### config.mk
export PLATFORM = sky130hd
export DESIGN_NAME = mem_port_arbiter
export DESIGN_NICKNAME = d
export VERILOG_FILES = /design/src/rtl/mem_port_arbiter.sv
export SDC_FILE = /design/constraint.sdc
export NUM_CORES = 1
export LEC_CHECK = 0
export ABC_AREA = 1
export BUFFER_PORTS_ARGS = -buffer_cell sky130_fd_sc_hd__buf_2
export CAP_MARGIN = 5
export CORE_MARGIN = 3
export CORE_UTILIZATION = 40
export DETAILED_ROUTE_END_ITERATION = 16
export GPL_ROUTABILITY_DRIVEN = 0
export PLACE_DENSITY = 0.78
export REMOVE_ABC_BUFFERS = 1
export SETUP_SLACK_MARGIN = 0.05
export SLEW_MARGIN = 20
export SYNTH_ARGS = -nofsm -noshare
export SYNTH_HDL_FRONTEND = slang
export SYNTH_SLANG_ARGS = --single-unit
export TNS_END_PERCENT = 10
### constraint.sdc
create_clock -name clk -period 12.6 [get_ports clk]
set_clock_uncertainty 0.1 [all_clocks]
set_input_delay 0.63 -clock clk [delete_from_list [all_inputs] [get_ports clk]]
set_output_delay 0.63 -clock clk [all_outputs]
set_load 0.01 [all_outputs]
### src/rtl/mem_port_arbiter.sv
// Two-port arbiter/sequencer in front of the byte-serial memory controller.
// Grants fetch or load/store, holds the transaction stable, and returns the result with a one-cycle ack.
module mem_port_arbiter #(
  parameter bit          LS_PRIORITY = 1'b1,
  parameter int unsigned TIMEOUT     = 32
) (
  input  logic        clk,
  input  logic        reset,
  input  logic        if_req,
  input  logic [31:0] if_address,
  output logic        if_ack,
  output logic [31:0] if_read_data,
  output logic        if_error,
  input  logic        ls_req,
  input  logic [31:0] ls_address,
  input  logic [2:0]  ls_mode,
  input  logic        ls_write_enable,
  input  logic [31:0] ls_write_data,
  output logic        ls_ack,
  output logic [31:0] ls_read_data,
  output logic        ls_error,
  output logic        mem_start,
  output logic [31:0] mem_address,
  output logic [2:0]  mem_mode,
  output logic        mem_write_enable,
  output logic [31:0] mem_write_data,
  input  logic        mem_done,
  input  logic [31:0] mem_read_data,
  input  logic        mem_active
);

  typedef enum logic [1:0] {ST_IDLE, ST_ISSUE, ST_WAIT, ST_RESP} state_t;

  localparam logic [2:0] FETCH_MODE   = 3'b010;
  localparam logic [7:0] TIMEOUT_LAST = 8'(TIMEOUT - 1);

  state_t      state_q, state_d;
  logic        grant_ls_q, grant_ls_d;
  logic        last_ls_q, last_ls_d;
  logic [7:0]  timeout_cnt_q, timeout_cnt_d;
  logic        mem_start_q, mem_start_d;
  logic [31:0] mem_address_q, mem_address_d;
  logic [2:0]  mem_mode_q, mem_mode_d;
  logic        mem_write_enable_q, mem_write_enable_d;
  logic [31:0] mem_write_data_q, mem_write_data_d;
  logic        if_ack_q, if_ack_d;
  logic        ls_ack_q, ls_ack_d;
  logic        if_error_q, if_error_d;
  logic        ls_error_q, ls_error_d;
  logic [31:0] if_read_data_q, if_read_data_d;
  logic [31:0] ls_read_data_q, ls_read_data_d;

  logic req_any;
  logic pick_ls;
  logic timeout_hit;
  logic mem_active_unused;

  // Controller busy is informational only; sequencing relies on the FSM alone.
  assign mem_active_unused = mem_active;

  assign req_any     = if_req | ls_req;
  // On a tie, round-robin favours load/store unless it was the last port granted.
  assign pick_ls     = ls_req & (~if_req | LS_PRIORITY | ~last_ls_q);
  // The WAIT cycle holding count TIMEOUT-1 is the TIMEOUT-th one, so it aborts.
  assign timeout_hit = (timeout_cnt_q == TIMEOUT_LAST);

  // NOTE: sequential state uses non-blocking assignments so every flop samples pre-edge values.
  always_ff @(posedge clk or posedge reset) begin
    if (reset) state_q <= ST_IDLE;
    else       state_q <= state_d;
  end

  // NOTE: every always_comb output gets a default first so no latch is inferred.
  always_comb begin
    state_d = state_q;
    unique case (state_q)
      ST_IDLE:  if (req_any) state_d = ST_ISSUE;
      ST_ISSUE: state_d = ST_WAIT;
      ST_WAIT:  if (mem_done || timeout_hit) state_d = ST_RESP;
      ST_RESP:  state_d = ST_IDLE;
      default:  state_d = ST_IDLE;
    endcase
  end

  always_comb begin
    grant_ls_d         = grant_ls_q;
    last_ls_d          = last_ls_q;
    timeout_cnt_d      = timeout_cnt_q;
    mem_start_d        = 1'b0;
    mem_address_d      = mem_address_q;
    mem_mode_d         = mem_mode_q;
    mem_write_enable_d = mem_write_enable_q;
    mem_write_data_d   = mem_write_data_q;
    if_ack_d           = 1'b0;
    ls_ack_d           = 1'b0;
    if_error_d         = 1'b0;
    ls_error_d         = 1'b0;
    if_read_data_d     = if_read_data_q;
    ls_read_data_d     = ls_read_data_q;

    unique case (state_q)
      ST_IDLE: begin
        if (req_any) begin
          grant_ls_d  = pick_ls;
          last_ls_d   = pick_ls;
          mem_start_d = 1'b1;
          if (pick_ls) begin
            mem_address_d      = ls_address;
            mem_mode_d         = ls_mode;
            mem_write_enable_d = ls_write_enable;
            mem_write_data_d   = ls_write_data;
          end else begin
            mem_address_d      = if_address;
            mem_mode_d         = FETCH_MODE;
            mem_write_enable_d = 1'b0;
            mem_write_data_d   = 32'd0;
          end
        end
      end
      ST_ISSUE: timeout_cnt_d = 8'd0;
      ST_WAIT: begin
        // A completion on the final cycle still counts as success.
        if (mem_done) begin
          if (grant_ls_q) begin
            ls_read_data_d = mem_read_data;
            ls_ack_d       = 1'b1;
          end else begin
            if_read_data_d = mem_read_data;
            if_ack_d       = 1'b1;
          end
        end else if (timeout_hit) begin
          if (grant_ls_q) begin
            ls_read_data_d = 32'd0;
            ls_ack_d       = 1'b1;
            ls_error_d     = 1'b1;
          end else begin
            if_read_data_d = 32'd0;
            if_ack_d       = 1'b1;
            if_error_d     = 1'b1;
          end
        end else begin
          timeout_cnt_d = timeout_cnt_q + 8'd1;
        end
      end
      default: ;
    endcase
  end

  // NOTE: every register here is a plain flop, so all of them take the asynchronous reset.
  always_ff @(posedge clk or posedge reset) begin
    if (reset) begin
      grant_ls_q         <= 1'b0;
      last_ls_q          <= 1'b0;
      timeout_cnt_q      <= 8'd0;
      mem_start_q        <= 1'b0;
      mem_address_q      <= 32'd0;
      mem_mode_q         <= 3'd0;
      mem_write_enable_q <= 1'b0;
      mem_write_data_q   <= 32'd0;
      if_ack_q           <= 1'b0;
      ls_ack_q           <= 1'b0;
      if_error_q         <= 1'b0;
      ls_error_q         <= 1'b0;
      if_read_data_q     <= 32'd0;
      ls_read_data_q     <= 32'd0;
    end else begin
      grant_ls_q         <= grant_ls_d;
      last_ls_q          <= last_ls_d;
      timeout_cnt_q      <= timeout_cnt_d;
      mem_start_q        <= mem_start_d;
      mem_address_q      <= mem_address_d;
      mem_mode_q         <= mem_mode_d;
      mem_write_enable_q <= mem_write_enable_d;
      mem_write_data_q   <= mem_write_data_d;
      if_ack_q           <= if_ack_d;
      ls_ack_q           <= ls_ack_d;
      if_error_q         <= if_error_d;
      ls_error_q         <= ls_error_d;
      if_read_data_q     <= if_read_data_d;
      ls_read_data_q     <= ls_read_data_d;
    end
  end

  assign mem_start        = mem_start_q;
  assign mem_address      = mem_address_q;
  assign mem_mode         = mem_mode_q;
  assign mem_write_enable = mem_write_enable_q;
  assign mem_write_data   = mem_write_data_q;
  assign if_ack           = if_ack_q;
  assign ls_ack           = ls_ack_q;
  assign if_error         = if_error_q;
  assign ls_error         = ls_error_q;
  assign if_read_data     = if_read_data_q;
  assign ls_read_data     = ls_read_data_q;

endmodule

# --- Word-level counts from Yosys, hierarchy flattened ---
# Index checks and enable logic that the tools add are counted.
op_classes:
  addsub: 1
  eq_ne: 8
  mux: 32
  bitwise_logic: 2
  reduce_logical: 9
op_table:
  columns: ["op", "count"]
  rows:
  - ["32-bit 2-to-1 mux", 10]
  - ["8-bit 2-to-1 mux", 2]
  - ["8-bit one-hot mux with 2 select lines", 1]
  - ["1-bit 2-to-1 mux", 15]
  - ["3-bit AND reduction", 3]
  - ["8-bit by 1-bit adder with 8-bit output, second input constant", 1]
  - ["8-bit by 5-bit == test with 1-bit output, second input constant", 1]
  - ["2-bit inequality test, second input constant", 4]
  - ["2-bit one-hot mux with 4 select lines", 1]
  - ["2-bit == test, second input constant", 2]
  - ["2-bit 2-to-1 mux", 2]
  - ["2-bit AND reduction", 2]
  - ["2-bit nonzero test", 2]
  - ["3-bit 2-to-1 mux", 1]
  - ["2-bit by 1-bit == test with 1-bit output, second input constant", 1]
  - ["2-bit logical NOT", 1]
  - ["1-bit logical OR", 1]
  - ["1-bit inverter", 1]
  - ["1-bit OR", 1]
word_totals:
  register_bits: 148
  in_bits: 138
  output_inout_bits: 137
  elab_cells: 66

# --- Longest topological paths before layout ---
# Gate-level depths: netlist of run 1.
logic_depth:
  word_depth: 4
  depth_mapped: 9
  ltp_nobuf: 9

# --- Worst setup path before layout of run 1 ---
# Ideal clock, no wire load.
synth_timing:
  path_kind: "input -> register"
  from: "input port ls_req"
  to: "register mem_write_data_q[0] (netlist: mem_write_data[0])"
  setup_ns: 0.121
  t_arrival_ns: 1.439
  required_ns: 12.379
  path_slack_ns: 10.940
  cell_stages: 5
  n_path_buf: 2
  cell_sequence: "buf_2 > nand2_1 > clkinv_1 > buf_2 > a22o_1"
synth_via:
  elab_chain_cells: 2
  word_cells_on_any_way: 3
  classes_between: "mux (1); bitwise (1); reduce/logical (1)"
synth_rtl:
  columns: ["item", "line", "source"]
  rows:
  - ["from (decl)", "14", "input logic ls_req,"]
  - ["1-bit OR", "61", "assign req_any = if_req | ls_req;"]
  - ["2-bit AND reduction (no line)", null, null]
  - ["to (signal assigned)", "174", "mem_write_data_q <= mem_write_data_d;"]
  - ["to (decl)", "45", "logic [31:0] mem_write_data_q, mem_write_data_d;"]
# Parallel ways exist; a longest one is shown, timed or not.
# A chain may end at the register's enable or synchronous reset.

# --- Worst setup path after layout of run 1 ---
layout_timing:
  from: "input port ls_req"
  to: "register mem_address_q[22] (netlist: mem_address[22])"
layout_via:
  elab_chain_cells: 2
  word_cells_on_any_way: 3
  classes_between: "mux (1); bitwise (1); reduce/logical (1)"
layout_rtl:
  columns: ["item", "line", "source"]
  rows:
  - ["1-bit OR", "61", null]
  - ["2-bit AND reduction (no line)", null, null]
  - ["to (signal assigned)", "171", "mem_address_q <= mem_address_d;"]
  - ["to (decl)", "42", "logic [31:0] mem_address_q, mem_address_d;"]
# Parallel ways exist; a longest one is shown, timed or not.

==> results of run 1 <==
-- registers in the layout, indices dropped and copies added (netlist names), 2 cells and up --
name,cells
mem_address,32
ls_read_data,32
mem_mode,3
if_read_data,32
mem_write_data,32
timeout_cnt_q,8
state_q,2
-- kinds of logic (layout without fill, tap and decap cells) --
family,Yosys count,after routing
flops,148,148
fa+ha+maj,5,5
xor+xnor,3,3
simple gates,340,340
compound gates,78,78
buf+inv,67,330
-- Yosys cell counts, types with 8 or more instances --
cell and number:
nand2_1 220, a31oi_1 32, buf_2 16, a22o_1 35
clkbuf_1 18, nor2_1 41, nand4_1 64, inv_1 13
nand3_1 8, buf_6 9, dfrtp_1 148
-- routing by layer --
| metal | track usage | vias to the layer above | part of all wire |
|---|---|---|---|
| met5 | 0 | - | 0 |
| met4 | 0.0702 | 0 | 0.023 |
| met3 | 0.0533 | 28 | 0.077 |
| met2 | 0.299 | 232 | 0.48 |
| met1 | 0.248 | 2633 | 0.42 |
| li1 | - | 2689 | - |
-- critical path: stages --
cell and delay [ns]:
buf_2 0.09, buf_4 0.25, o21ai_4 0.77, inv_2 0.64, nor2_1 0.30, a31oi_1 0.09
-- power breakdown --
part           leakage [uW]  internal [uW]  switching [uW]  total [uW]
sequential          0.00184            679             104         783
combinational       0.00233            292             474         766
clock              0.000267            286             206         492
total               0.00443           1260             784        2040
-- final timing paths --
check,endpoint,cells after the start,slack (ns),from
worst max-delay path,mem_address[22],6,9.90,ls_req
worst min-delay path,mem_write_data[10],2,0.19,reset
worst max register to register,mem_address[22],6,10.16,state_q[0]
worst min register to register,ls_read_data[4],2,0.36,ls_read_data[4]
max in group asynchronous,mem_address[6],3,11.04,reset
min in group clk,mem_write_data[4],2,0.34,ls_write_data[4]
-- metrics by stage --
stage                     worst slack [ns]  cell area, um2  cells  total power, uW
after floorplan                       7.89            5940    593             1210
after global placement                9.55            7590   1056             1540
after detailed placement              9.52            7590   1056             1560
after CTS                             9.94            8160   1088             2050
after global routing                  9.71            8170   1088             2180
final                                 9.90            8170   1088             2040
-- area by class of cell --
type | instances | area [um2] | share of cell area
inverters | 19 | 76.3 | 0.00935
repair buffers | 279 | 1420 | 0.173
well taps | 184 | 230 | 0.0282
multi-input cells | 426 | 2160 | 0.265
clock buffers | 20 | 457 | 0.0559
clock inverters | 12 | 120 | 0.0147
flip-flops and latches | 148 | 3700 | 0.454
==> run summary, run 1 <==
crit path capture type = register
Synth Register Bits = 148
Iter 0 DRT Violations = 515
Cell variety after synth = 29
Total Neg Setup Slack = 0 ns
layout overhead on the synthesized area = 31.5%
Mapped Cells = 641
sequential share of the synthesized area = 0.596
CTS tree = done
cts repair resizes = 0
DRT antenna net count = 0
Via density = 5.13
Yosys top cell area share = 0.596
Max H-tree Level = 4
worst ir drop on vdd = 144 uV
leading cell type in the layout, fill and taps excluded = buf_2
YS warnings = 0
Post-Syn Area = 6210 um2
Die Y = 131 um
Final setup viols = 0
minimum clock period after layout = 2.70 ns
Setup Buffers After CTS = 0
Min Hold Slack = 0.187 ns
All-Layer GR Usage = 0.189
TritonCTS Buffers = 17
Slew HR = 0.334
Starting Density = 0.418
Die ar. = 17,100 um2
Slew @ Worst Pin = 0.998 ns
worst min-delay path class = input pin to async pin
IO Port Bufs = 273
CP Data Required Time = 12.73 ns
first drt pass iteration count = 5
share of cells above drive strength 1 = 0.357
Ports = 275
Synth Area in XOR/XNOR = 0.00423
cts hold-fix bufs = 0
most frequent cells in the layout = 273 x buf_2, 220 x nand2_1, 148 x dfrtp_1
Syn Area/Cell = 9.69 um2
first-pass GRT wire length = 25,500 um
fillers = 1,358
f_max = 371 MHz
clock latency on the worst-skew pair = 0.42 ns
Adder-Cell Fraction of Synth Area = 0.0101
Leak = 0.00443 uW
Slew Limit Fails = 0
via count = 5,582
Synth Area in Compound Gates = 0.0933
Die W = 131 um
CP Launch Type = input pin
largest family of logic cells by synthesized area = simple AND/OR/NAND/NOR gates
HPWL Detailed = 11,300 um
unrepaired setup endpoints after global routing = no
largest net degree at the start of global routing = 82
Top FF cell, synth = dfrtp_1
largest cells by area after synthesis = dfrtp_1 60%, nand2_1 13%, nand4_1 6.4%
area leader, netlist = dfrtp_1
Post-synth EDFFs = 0
Antenna Cells = 0
Core Area = 14,900 um2
clk slew on worst S/H paths = 0.06 ns
CP Data Arrival Time = 2.82 ns
mux contribution to synthesized area = 0
Final Hold Fails = 0
Setup CP Type = input pin to register
PwrDens = 250 nW/um2
period utilization = 0.214
simple-gate share of the synthesized area = 0.240
Max clock buf depth = 2
initial antenna violation count = 0
asr flop ratio synth = 1.00
Max-Cap Viols = 0
Congestion Overflow GR = 0
Final Routed Wirelength = 16,900 um
clk root buf = clkbuf_16
FP Rows = 44
Final #Nets = 1,034
Util after Layout = 0.549
drt wl/cell = 15.5 um
Clock Sink Count = 148
DRC Markers = 0
crit-path max FO = 67
status = finished, final reports clean
number of global-route vias before repair = 4,962
Power figures use the tool's default switching activity.
==> inputs of run 2 (changes only) <==
==> constraint.sdc (replaced) <==
create_clock -name clk -period 2.75 [get_ports clk]
set_clock_uncertainty 0.1 [all_clocks]
set_input_delay 0.1375 -clock clk [delete_from_list [all_inputs] [get_ports clk]]
set_output_delay 0.1375 -clock clk [all_outputs]
set_load 0.01 [all_outputs]
==> run 2 against run 1 <==
Against the previous run:
- cell area is 17% higher
- first-iteration DRC count is 9.5% lower
- largest cell class unchanged
- highest routed layer unchanged
- utilization grew 9.6 points
- critical endpoint is now mem_address[8]
- register-to-register slack got worse by 9.9 ns
- largest power group is now combinational logic
- worst setup slack worse by 9.6 ns
==> run summary, run 2 (synthesized netlist as in run 1, its figures left out) <==
All-Layer GR Usage = 0.227
reg2reg start = state_q[0]
crit path capture type = register
Setup Buffers After CTS = 0
status = finished, final reports clean
minimum clock period after layout = 2.47 ns
Final Routed Wirelength = 20,400 um
leading cell type in the layout, fill and taps excluded = buf_2
Max-Cap Viols = 0
Max clock buf depth = 2
Max H-tree Level = 4
DRT antenna net count = 0
CP Launch Type = register
unrepaired setup endpoints after global routing = no
storage element area = 3700 um2
share of cells above drive strength 1 = 0.317
Via density = 5.18
initial antenna violation count = 0
Slew @ Worst Pin = 0.815 ns
Final setup viols = 0
f_max = 405 MHz
Congestion Overflow GR = 0
fillers = 1,093
crit-path max FO = 50
layout overhead on the synthesized area = 54.4%
Slew Limit Fails = 0
largest net degree at the start of global routing = 64
Multi-input gate area = 2180 um2
post-layout worst setup margin = 0.279 ns
first drt pass iteration count = 5
Clock Sink Count = 148
r2r endpoint = mem_address[8]
first-pass GRT wire length = 30,700 um
Setup CP Type = register to register
drt wl/cell = 16.6 um
Die W = 131 um
Place WS = 0.598 ns
CTS tree = done
HPWL Detailed = 11,800 um
clk root buf = clkbuf_16
Critical path origin = state_q[0]
final instance area = 9590 um2
worst min-delay path class = input pin to register
Leak = 0.00503 uW
TritonCTS Buffers = 17
Die ar. = 17,100 um2
Reg2Reg Depth = 8
Util after Layout = 0.645
via count = 6,363
R2R Setup Slk = 0.28 ns
CP Data Arrival Time = 2.72 ns
Ports = 275
number of global-route vias before repair = 6,210
IO Port Bufs = 273
Setup crit end = mem_address[8]
CP Data Required Time = 3.00 ns
Finished Layout Cells = 1,228
Starting Density = 0.418
clk slew on worst S/H paths = 0.06 ns
Slew HR = 0.457
DRC Markers = 0
dpl cells = 1,062
worst ir drop on vdd = 513 uV
placed inst area = 7660 um2
period utilization = 0.898
Final Hold Fails = 0
Core Area = 14,900 um2
Die Y = 131 um
clock latency on the worst-skew pair = 0.41 ns
Iter 0 DRT Violations = 466
FP Rows = 44
Final #Nets = 1,174
PwrDens = 1060 nW/um2
most frequent cells in the layout = 273 x buf_2, 220 x nand2_1, 148 x dfrtp_1
-- run 2: cell types whose count changed in the layout (fill, tap and decap cells not counted), sizes merged, moves of 3 or more --
cell / delta
inv: -4
clkinvlp: -3
dlygate4sd3: +133
clkinv: +7
buf: +6
clkbuf: -3
-- run 2: where the power goes --
part | internal, uW | total, uW | switching (uW)
clock network | 1410 | 2310 | 899
registers | 3110 | 3630 | 516
logic | 1860 | 4210 | 2350
-- run 2: what timing repair did --
item,4_1_cts,5_1_grt
hold buffers,133,0
setup endpoints to repair,0,23
gates resized for setup,0,3
endpoints found under the hold margin,192,0
-- run 2: final cells by class --
class,count,area share
Multi-Input combinational cell,427,0.227
Sequential cell,148,0.386
Timing Repair Buffer,418,0.293
Clock buffer,17,0.0444
Antenna cell,1,0.000261
Clock inverter,14,0.0168
Inverter,19,0.00822
Tap cell,184,0.0240
-- run 2: how the worst min path moves through the flow --
| stage | from | end | cells past startpoint |
|---|---|---|---|
| 2_1_floorplan | mem_done | ls_read_data[0] | 2 |
| 3_3_place_gp | reset | mem_address[28] | 2 |
| 3_5_place_dp | reset | mem_address[28] | 2 |
| 4_1_cts | if_req | state_q[1] | 5 |
| 5_1_grt | if_req | state_q[1] | 5 |
| 6_report | if_req | state_q[1] | 5 |
-- run 2: metal layers --
| metal | GRT usage | share of wire | vias up |
|---|---|---|---|
| met5 | 0 | 0 | - |
| met4 | 0.0998 | 0.033 | 0 |
| met3 | 0.0573 | 0.074 | 53 |
| met2 | 0.382 | 0.51 | 312 |
| met1 | 0.276 | 0.39 | 3030 |
| li1 | - | - | 2968 |
-- run 2: stage by stage --
| stage | hold WS (ns) | TNS (ns) | total power [uW] |
|---|---|---|---|
| after floorplan | 0.173 | -217.14 | 5540 |
| after global placement | 0.162 | 0 | 7090 |
| final | 0.0857 | 0 | 10100 |
| after CTS | 0.00325 | 0 | 10100 |
| after detailed placement | 0.163 | 0 | 7200 |
| after global routing | 0.123 | 0 | 10800 |
-- run 2: critical path, stage by stage, from the launching register on --
cell and delay (ns):
dfrtp_1 0.40, inv_1 0.12, ha_2 0.29, o21ai_4 0.20
inv_4 0.22, buf_12 0.24, nor2_1 0.07, a31oi_1 0.17
dlygate4sd3_1 0.58
